File: src/rtl/loader_pkg.sv
// Shared types and constants for the boot-time program loader.
// Optional trailing-checksum support is selected with LOADER_CHECKSUM_EN.
package loader_pkg;

    typedef enum logic [2:0] {
        LEN0  = 3'd0,
        LEN1  = 3'd1,
        DATA  = 3'd2,
        WRITE = 3'd3,
        CSUM  = 3'd4,
        RUN   = 3'd5,
        ERR   = 3'd6
    } loader_state_e;

    localparam int DEFAULT_ADDR_W = 9;
    localparam int LEN_W          = 16;

endpackage

File: src/rtl/loader_word_asm.sv
// Little-endian word assembler: collects four bytes into a 32-bit word.
// word_done flags the byte that completes a word; word holds it afterwards.
module loader_word_asm (
    input  logic        clk_i,
    input  logic        rst_i,
    input  logic        clr_i,
    input  logic        byte_en_i,
    input  logic [7:0]  byte_i,
    output logic        word_done,
    output logic [31:0] word
);

    logic [1:0]  lane_q;
    logic [31:0] word_q;

    always_ff @(posedge clk_i or posedge rst_i) begin
        if (rst_i) begin
            lane_q <= 2'd0;
            word_q <= 32'd0;
        end else if (clr_i) begin
            lane_q <= 2'd0;
            word_q <= 32'd0;
        end else if (byte_en_i) begin
            word_q[{lane_q, 3'b000} +: 8] <= byte_i;
            lane_q                        <= lane_q + 2'd1;
        end
    end

    assign word_done = byte_en_i && (lane_q == 2'd3);
    assign word      = word_q;

endmodule

File: src/rtl/prog_loader.sv
// Program loader: framed byte stream -> sequential instruction-RAM writes.
// Define LOADER_CHECKSUM_EN to require a trailing XOR checksum byte.
//
// state | meaning
// LEN0  | wait for word-count low byte
// LEN1  | wait for word-count high byte, range check
// DATA  | collecting bytes of the current word
// WRITE | one-cycle memory write of the assembled word
// CSUM  | wait for checksum byte (LOADER_CHECKSUM_EN only)
// RUN   | core released
// ERR   | frame rejected, core held
module prog_loader
    import loader_pkg::*;
#(
    parameter int ADDR_W = DEFAULT_ADDR_W
) (
    input  logic              clk_i,
    input  logic              rst_i,
    input  logic [7:0]        byte_i,
    input  logic              byte_valid_i,
    output logic              byte_ready_o,
    input  logic              reload_i,
    output logic              mem_we_o,
    output logic [ADDR_W-1:0] mem_addr_o,
    output logic [31:0]       mem_wdata_o,
    output logic              core_rst_o,
    output logic              core_en_o,
    output logic              err_o
);

    localparam int IDX_W     = ADDR_W - 2;
    localparam int MAX_WORDS = 2 ** IDX_W;

`ifdef LOADER_CHECKSUM_EN
    localparam loader_state_e DONE_ST = CSUM;
`else
    localparam loader_state_e DONE_ST = RUN;
`endif

    loader_state_e    state_q, state_d;
    logic [7:0]       len_lo_q;
    logic [LEN_W-1:0] len_q;
    logic [LEN_W-1:0] n_rx;
    logic [IDX_W-1:0] idx_q;
    logic             accept;
    logic             reload_ok;
    logic             last_word;
    logic             word_done;
    logic [31:0]      word;

    assign accept    = byte_valid_i && byte_ready_o;
    assign reload_ok = reload_i && ((state_q == RUN) || (state_q == ERR));
    assign n_rx      = {byte_i, len_lo_q};
    assign last_word = (LEN_W'(idx_q) + LEN_W'(1)) == len_q;

    loader_word_asm u_word_asm (
        .clk_i     (clk_i),
        .rst_i     (rst_i),
        .clr_i     (reload_ok),
        .byte_en_i (accept && (state_q == DATA)),
        .byte_i    (byte_i),
        .word_done (word_done),
        .word      (word)
    );

    always_ff @(posedge clk_i or posedge rst_i) begin
        if (rst_i) begin
            state_q <= LEN0;
        end else begin
            state_q <= state_d;
        end
    end

`ifdef LOADER_CHECKSUM_EN
    logic [7:0] xor_q;

    always_ff @(posedge clk_i or posedge rst_i) begin
        if (rst_i) begin
            xor_q <= 8'd0;
        end else if (reload_ok) begin
            xor_q <= 8'd0;
        end else if (accept && (state_q != CSUM)) begin
            xor_q <= xor_q ^ byte_i;
        end
    end
`endif

    always_comb begin
        state_d = state_q;
        case (state_q)
            LEN0: if (accept) state_d = LEN1;
            LEN1: begin
                if (accept) begin
                    if (n_rx > LEN_W'(MAX_WORDS)) state_d = ERR;
                    else if (n_rx == '0)          state_d = DONE_ST;
                    else                          state_d = DATA;
                end
            end
            DATA:  if (word_done) state_d = WRITE;
            WRITE: state_d = last_word ? DONE_ST : DATA;
            CSUM: begin
`ifdef LOADER_CHECKSUM_EN
                if (accept) state_d = (byte_i == xor_q) ? RUN : ERR;
`else
                state_d = ERR;
`endif
            end
            RUN:     if (reload_i) state_d = LEN0;
            ERR:     if (reload_i) state_d = LEN0;
            default: state_d = LEN0;
        endcase
    end

    always_comb begin
        byte_ready_o = 1'b0;
        mem_we_o     = 1'b0;
        core_rst_o   = 1'b1;
        core_en_o    = 1'b0;
        err_o        = 1'b0;
        case (state_q)
            LEN0, LEN1, DATA, CSUM: byte_ready_o = 1'b1;
            WRITE:                  mem_we_o     = 1'b1;
            RUN: begin
                core_rst_o = 1'b0;
                core_en_o  = 1'b1;
            end
            ERR:     err_o = 1'b1;
            default: ;
        endcase
    end

    // Index stays on the last word after the final write, so it cannot wrap at N = MAX_WORDS.
    always_ff @(posedge clk_i or posedge rst_i) begin
        if (rst_i) begin
            len_lo_q <= 8'd0;
            len_q    <= '0;
            idx_q    <= '0;
        end else begin
            if (accept && (state_q == LEN0)) len_lo_q <= byte_i;
            if (accept && (state_q == LEN1)) len_q    <= n_rx;
            if (reload_ok || (state_q == LEN0)) begin
                idx_q <= '0;
            end else if ((state_q == WRITE) && !last_word) begin
                idx_q <= idx_q + IDX_W'(1);
            end
        end
    end

    assign mem_addr_o  = {idx_q, 2'b00};
    assign mem_wdata_o = word;

endmodule

File: config.mk
export PLATFORM = sky130hd
export DESIGN_NAME = prog_loader
export DESIGN_NICKNAME = d
export VERILOG_FILES = /design/src/rtl/loader_pkg.sv /design/src/rtl/loader_word_asm.sv /design/src/rtl/prog_loader.sv
export SDC_FILE = /design/constraint.sdc
export NUM_CORES = 1
export LEC_CHECK = 0
export ABC_AREA = 1
export BUFFER_PORTS_ARGS = -buffer_cell sky130_fd_sc_hd__buf_2
export CAP_MARGIN = 10
export CORE_ASPECT_RATIO = 1.5
export CORE_MARGIN = 2
export CORE_UTILIZATION = 61
export CTS_BUF_LIST = sky130_fd_sc_hd__clkbuf_8
export DETAILED_ROUTE_END_ITERATION = 8
export PLACE_DENSITY = 0.86
export REMOVE_ABC_BUFFERS = 1
export SYNTH_ARGS = -nofsm -noshare
export SYNTH_HDL_FRONTEND = slang
export SYNTH_SLANG_ARGS = --single-unit
File: constraint.sdc
create_clock -name clk_i -period 5.1 [get_ports clk_i]
set_input_delay 0.51 -clock clk_i [delete_from_list [all_inputs] [get_ports clk_i]]
set_output_delay 0.51 -clock clk_i [all_outputs]
set_load 0.03 [all_outputs]
# Word-level counts from Yosys, hierarchy flattened
# Index checks and enable logic that the tools add are counted.
# totals
reg_bits,68
inputBits,12
wordCells,62
out_inout_bits,46
# classes
eq_ne,12
n_addsub,4
reduce_logical,17
n_mux,20
n_shift,2
n_lt_le_gt_ge,1
# ops
operator,count
2-to-1 mux 32 bit,2
bitwise mux 32 bit,1
variable shift 8 x 7 -> 32 bit (first input constant),1
indexed part select 8 x 7 -> 32 bit,1
2-to-1 mux 3 bit,7
one-hot mux 3 bit (6 select lines),1
== test 8 x 16 -> 1 bit,1
> comparator 16 x 8 -> 1 bit (second input constant),1
zero test 16 bit,1
2-to-1 mux 7 bit,2
== test 3 bit (second input constant),3
adder 7 x 1 -> 8 bit (second input constant),1
adder 7 x 1 -> 7 bit (second input constant),1
logical AND 1 bit,7
negation 5 -> 7 bit,1
== test 3 x 2 -> 1 bit (second input constant),2
2-to-1 mux 1 bit,5
2-to-1 mux 2 bit,2
inequality test 2 x 1 -> 1 bit (second input constant),2
inequality test 2 bit (second input constant),2
AND reduction 4 bit,1
nonzero test 2 bit,2
OR reduction 4 bit,1
== test 3 x 1 -> 1 bit (second input constant),1
other kinds (6),7

# Logic depth before layout (Yosys ltp)
# Gate-level depths: netlist (run 1).
# depth
depth_word,8
mapped_depth,14
ltp_nobuf,14

# Hierarchy
# Synthesis (run 1) repeated with hierarchy kept, for this count alone.
# hier_totals
cells_unflattened,475
area_unflattened_um2,3624.7
# modules_own_cells
mod,area_per_inst_um2,seq_area_each_um2,cells_per_inst,instances
prog_loader,1974.4,850.8,274,1
loader_word_asm,1650.3,850.8,201,1

# Worst setup path before layout (run 1)
# Ideal clock, no wire load.
# synth_timing
path_type,reg2out
start,register state_q[2]
end,output port core_rst_o
path_stages_with_launch,4
t_arrival_ps,1659
t_required_ps,4590
path_slack_ps,2931
path_buffers,0
path_cell_list,dfrtp_1 -> inv_1 -> nor3_1 -> inv_1
# synth_via
elab_chain_cells,2
# synth_rtl
element,line,source
from (decl),prog_loader.sv:40,"loader_state_e state_q, state_d;"
from (signal assigned),prog_loader.sv:70,state_q <= state_d;
== test 3 bit,prog_loader.sv:120,case (state_q)
2-to-1 mux 1 bit,prog_loader.sv:120,
to (decl),prog_loader.sv:26,"output logic core_rst_o,"
# Every way passes these cells.

# Worst setup path in the final report (run 1)
# layout_timing
start,register state_q[0]
end,output port mem_we_o
# layout_via
elab_chain_cells,2
# layout_rtl
element,line,source
== test 3 x 2 -> 1 bit,prog_loader.sv:120,
2-to-1 mux 1 bit,prog_loader.sv:120,
to (decl),prog_loader.sv:23,"output logic mem_we_o,"
# Every way passes these cells.

==> out/metrics.yaml, run 1 <==
run_status:
  status: "finished clean"
floorplan:
  dieHeight_um: 95.90
  die_w_um: 65.27
  core_um2: 5450
  start_util_pct: 63.02
  num_rows: 33
  ioPinCount: 58
  dieArea_um2: 6259
pwr:
  p_seq_share_pct: 39.1
  powerDensity_nw_per_um2: 536.6
  p_clk_share_pct: 20.6
  comb_power_share_pct: 40.3
  irDropWorstVdd_v: 0.0002996
  swShare_pct: 44.40
  leakagePower_uw: 0.002084
  p_int_uw: 1171
  switchingPower_uw: 935.6
drt:
  drc_errors: 0
  wl_per_cell_um: 14.65
  firstDrtPassIters: 7
  totalWireLength_um: 7955
  ant_nets: 0
  vias_per_cell: 5.379
  drtIter0Drc: 143
  vias: 2921
global_route:
  grt_pass1_wl_um: 13250
  antenna_found_initial: 0
  grt_max_degree: 69
  grt_util_all_layers_pct: 27.91
  grt_pass1_vias: 2893
  grt.overflow.total: 0
synthesis:
  synth_cell_types: 36
  syn-cell-area_um2: 3435
  ys.warnings.count: 0
  synth_cells: 412
  yosysSeqAreaShare_pct: 49.54
  syn_area_per_cell_um2: 8.336
  synth_seq_cells: 68
clock_network:
  root_buffer: "clkbuf_8"
  clock_latency_ns: 0.35
  cts_sinks: 68
  hold_buffers: 0
  cts_buffers: 9
  cts_tree: "built"
  clock_path_buffers: 2
  clkTransAtPathRegs_ns: 0.08
  postCtsSetupBuffers: 0
  post_cts_resized: 0
  h-tree-depth: 3
finish:
  fill_cells: 429
  final_cell_mix: "nand2_1, dfrtp_1, buf_2, inv_1, o21ai_0"
  antenna_cells: 0
  final_cells: 543
  final_nets: 486
  multi_input_area_um2: 1425
  syn_to_final_growth_pct: 14.32
  drive_above_1_share_pct: 20.72
  regArea_um2: 1702
  final_common_cell: "nand2_1"
timing:
  post-route-period-util_pct: 46.72
  final_hold_viol_count: 0
  slew_viol_final: 0
  finClkSkew_ns: 0.007028
  hold_ws_ns: 0.4034
  relSlewSlack_pct: 44.74
  setup_violations: 0
  worst_pin_slew_ns: 0.8289
  rsz0062_at_grt: "no"
  tns_ns: 0
  layout_min_cycle_time_ns: 2.383
  max_freq_ghz: 0.4197
critical_path:
  critical_path_class: "reg -> out"
  worst_path_largest_cell_delay_ns: 0.54
  crit_arrival_ns: 1.87
  crit_chain: "nand2_1, nor2_1, buf_2"
  crit_path_start_kind: "flop"
  cp.required_ns: 4.59
  cp_max_fo: 8
  crit_slowest_cell: "nor2_1"
  crit_path_end_kind: "primary output"
  rrSetupSlack_ns: 3.03
run:
  maxCapViolCount: 0
placed_design:
  dp.cells: 527
  dp.final_hpwl_um: 5565
  place.gp.congestion: 0.9085
  port_buffers: 55
worst_hold_path:
  holdCritPathClass: "in -> async"
-- final cells by class --
type | count | area share, %
clock buffers | 12 | 4.206
clock inverters | 4 | 0.7967
inverters | 60 | 5.927
multi-input cells | 273 | 36.30
flip-flops and latches | 68 | 43.34
well taps | 70 | 2.231
repair buffers | 56 | 7.202
-- power by group through the flow --
stage                     sequential (uW)  combinational, uW  clock, uW
after floorplan                       919                526          0
after global placement                818                814          0
after detailed placement              828                839          0
after CTS                             822                852        437
after global routing                  844                950        455
final                                 824                849        433
-- per-layer routing --
| metal | vias up | part of all wire, % | track usage [%] |
|---|---|---|---|
| met5 | - | 0 | 0 |
| met4 | 0 | 1.7 | 9.896 |
| met3 | 12 | 4.0 | 5.380 |
| met2 | 74 | 54 | 52.64 |
| met1 | 1389 | 40 | 30.79 |
| li1 | 1446 | - | - |
-- critical path: cells and delay by family (launching register included) --
family        cells  cell delay, ns
simple gates      2            0.70
flops             1            0.51
buf+inv           1            0.32
-- kinds of logic (layout without fill, tap and decap cells) --
family / Yosys count / in the layout / share of synthesized area (%)
simple gates: 200 / 200 / 27.58
other cells: 1 / 2 / 0.1092
flops: 68 / 68 / 49.54
buf+inv: 72 / 132 / 9.071
fa+ha+maj: 6 / 6 / 2.186
compound gates: 65 / 65 / 11.51
-- state kept, by name, summed over array words and instances (netlist names) --
name / cells
idx_q: 7
len_lo_q: 8
len_q: 16
state_q: 3
u_word_asm.lane_q: 2
u_word_asm.word: 32
-- synthesized netlist by cell type, drive strengths merged --
master,instances,area [um^2]
nand3b,3,22.52
inv,58,220.2
o32ai,8,70.07
o21ai,47,246.5
clkbuf,3,11.26
nor3,5,36.29
nand2,115,473.0
conb,1,3.750
o21bai,1,7.510
o41ai,4,42.55
nand4,9,62.56
or2,1,6.260
a21oi,4,20.02
nand3,42,220.2
nor2,25,126.4
dfrtp,68,1702
buf,9,67.56
clkinv,2,12.51
o311ai,1,8.760
ha,6,75.07
-- metrics by stage --
| stage | area (um^2) | util, % | total power [uW] | setup WS [ns] |
|---|---|---|---|---|
| after floorplan | 3359 | - | 1445 | 2.878 |
| after global placement | 3730 | 68.43 | 1632 | 3.158 |
| after detailed placement | 3730 | 68.43 | 1667 | 3.111 |
| after CTS | 3926 | 72.04 | 2111 | 2.731 |
| after global routing | 3926 | 72.04 | 2249 | 2.633 |
| final | 3926 | 72.04 | 2107 | 2.717 |
-- path summary, 6_finish.rpt --
kind,from,to,depth (start not counted)
min in group clk_i,byte_i[7],u_word_asm.word[31]$_DFFE_PP0P_,3
min reg2reg,u_word_asm.word[10]$_DFFE_PP0P_,u_word_asm.word[10]$_DFFE_PP0P_,2
max in group asynchronous,rst_i,u_word_asm.word[31]$_DFFE_PP0P_,3
min,rst_i,u_word_asm.word[6]$_DFFE_PP0P_,3
max reg2reg,state_q[0]$_DFFE_PP0P_,len_q[11]$_DFFE_PP0P_,4
max,state_q[0]$_DFFE_PP0P_,mem_we_o,3
No activity file was read; power rests on OpenSTA's default activity.
==> inputs of run 2 (changes only) <==
- CORE_UTILIZATION: 61 -> 58
- PLACE_DENSITY: 0.86 -> 0.82
- clock period: 5.1 -> 2.3 ns (I/O delays scaled with it)
==> out/metrics.yaml, run 2 (synthesis results as in run 1) <==
pwr:
  comb_power_share_pct: 40.5
  swShare_pct: 43.15
  p_int_uw: 2653
  powerDensity_nw_per_um2: 1177
  switchingPower_uw: 2014
  leakagePower_uw: 0.002124
  p_seq_share_pct: 39.0
  p_clk_share_pct: 20.5
  irDropWorstVdd_v: 0.0006341
timing:
  tns_ns: 0
  rsz0062_at_grt: "no"
  finClkSkew_ns: 0.007453
  worst_pin_slew_ns: 0.5787
  max_freq_ghz: 0.5171
  layout_min_cycle_time_ns: 1.934
  setup_violations: 0
  slew_viol_final: 0
  final.setup.worst_slack_ns: 0.3661
  relSlewSlack_pct: 61.36
  post-route-period-util_pct: 84.08
  final_hold_viol_count: 0
floorplan:
  num_rows: 34
  dieHeight_um: 98.25
  start_util_pct: 59.80
  core_um2: 5743
  dieArea_um2: 6566
  die_w_um: 66.83
  ioPinCount: 58
finish:
  fill_cells: 474
  fin_util_pct: 69.06
  final_cell_area_um2: 3966
  final_cell_mix: "nand2_1, dfrtp_1, inv_1, buf_2, o21ai_0"
  antenna_cells: 0
  final_common_cell: "nand2_1"
  final_cells: 550
  multi_input_area_um2: 1425
  largest_reg_flops: 32
  drive_above_1_share_pct: 20.92
  syn_to_final_growth_pct: 15.48
  regArea_um2: 1702
  final_nets: 491
drt:
  drc_errors: 0
  totalWireLength_um: 7746
  vias_per_cell: 5.440
  vias: 2992
  firstDrtPassIters: 4
  drtIter0Drc: 152
  wl_per_cell_um: 14.08
  ant_nets: 0
critical_path:
  cp.required_ns: 2.54
  r2r-end: "u_word_asm.word[5]$_DFFE_PP0P_"
  timing.rr.start: "u_word_asm.lane_q[0]$_DFFE_PP0P_"
  cp_max_fo: 10
  crit_arrival_ns: 2.17
  crit_path_start_kind: "flop"
  reg2reg_depth: 5
  rrSetupSlack_ns: 0.37
  crit_path_end_kind: "flop"
  critical_path_class: "reg -> reg"
clock_network:
  clock_latency_ns: 0.34
  cts_tree: "built"
  hold_buffers: 1
  root_buffer: "clkbuf_8"
  cts_sinks: 68
  post_cts_resized: 0
  clkTransAtPathRegs_ns: 0.07
  postCtsSetupBuffers: 0
  clock_path_buffers: 2
  cts_buffers: 9
  h-tree-depth: 3
placed_design:
  dpl_worst_slack_ns: 0.4009
  dp.final_hpwl_um: 5805
  place.gp.congestion: 1.002
  port_buffers: 55
  dp.cells: 533
  place_area_um2: 3762
run:
  maxCapViolCount: 0
worst_hold_path:
  hp-start: "byte_i[7]"
  holdCritPathClass: "in -> reg"
  min_path_cells: 3
  worstHoldEndpoint: "u_word_asm.word[31]$_DFFE_PP0P_"
global_route:
  antenna_found_initial: 0
  grt_util_all_layers_pct: 27.08
  grt_max_degree: 33
  grt.overflow.total: 0
  grt_pass1_vias: 2962
  grt_pass1_wl_um: 13430
run_status:
  status: "finished clean"
[run 2: cell count changes in the layout (fill, tap and decap cells not counted), moves of 2 or more]
cell,delta
clkinv_2,+2
clkbuf_8,-2
inv_1,+2
buf_4,+4
clkinvlp_4,-3
[run 2: how the worst max path moves through the flow]
| stage | from | to |
|---|---|---|
| 6_report | u_word_asm.lane_q[0]$_DFFE_PP0P_ | u_word_asm.word[5]$_DFFE_PP0P_ |
| 3_3_place_gp | idx_q[0]$_DFFE_PP0P_ | idx_q[6]$_DFFE_PP0P_ |
| 3_5_place_dp | u_word_asm.lane_q[0]$_DFFE_PP0P_ | u_word_asm.word[5]$_DFFE_PP0P_ |
| 5_1_grt | u_word_asm.lane_q[0]$_DFFE_PP0P_ | u_word_asm.word[5]$_DFFE_PP0P_ |
| 4_1_cts | u_word_asm.lane_q[0]$_DFFE_PP0P_ | u_word_asm.word[5]$_DFFE_PP0P_ |
| 2_1_floorplan | rst_i | idx_q[0]$_DFFE_PP0P_ |
[run 2: routing by layer]
metal | global-route usage, % | part of all wire (%) | wire length, um
met1 | 31.29 | 37 | 2866
met2 | 45.23 | 53 | 4141
met3 | 6.567 | 5.1 | 397
met4 | 14.60 | 4.4 | 340
met5 | 0 | 0 | 0
[run 2: layout make-up]
class | instances | area share (%)
clock buffers | 10 | 3.470
clock inverters | 6 | 1.420
inverters | 60 | 5.868
multi-input cells | 273 | 35.93
flip-flops and latches | 68 | 42.90
well taps | 72 | 2.271
repair buffers | 61 | 8.139
[run 2: per-stage QoR]
stage	hold WS [ns]	power (uW)
floorplan	0.3795	3204
global placement	0.3231	3629
detailed placement	0.3245	3716
CTS	0.1637	4689
global route	0.1689	5041
finish	0.1752	4667
[run 2: power by group through the flow]
stage | logic (uW) | registers [uW] | clock network [uW]
floorplan | 1170 | 2040 | 0
global route | 2130 | 1870 | 1030
CTS | 1900 | 1820 | 968
detailed placement | 1880 | 1840 | 0
finish | 1890 | 1820 | 956
global placement | 1810 | 1820 | 0
[run 2: worst max-delay path, cell delays in order, from the launching register on]
cell and delay, ns:
dfrtp_1 0.52, inv_1 0.16, ha_1 0.38, nor3_1 0.26, nand3_2 0.21, o32ai_1 0.30
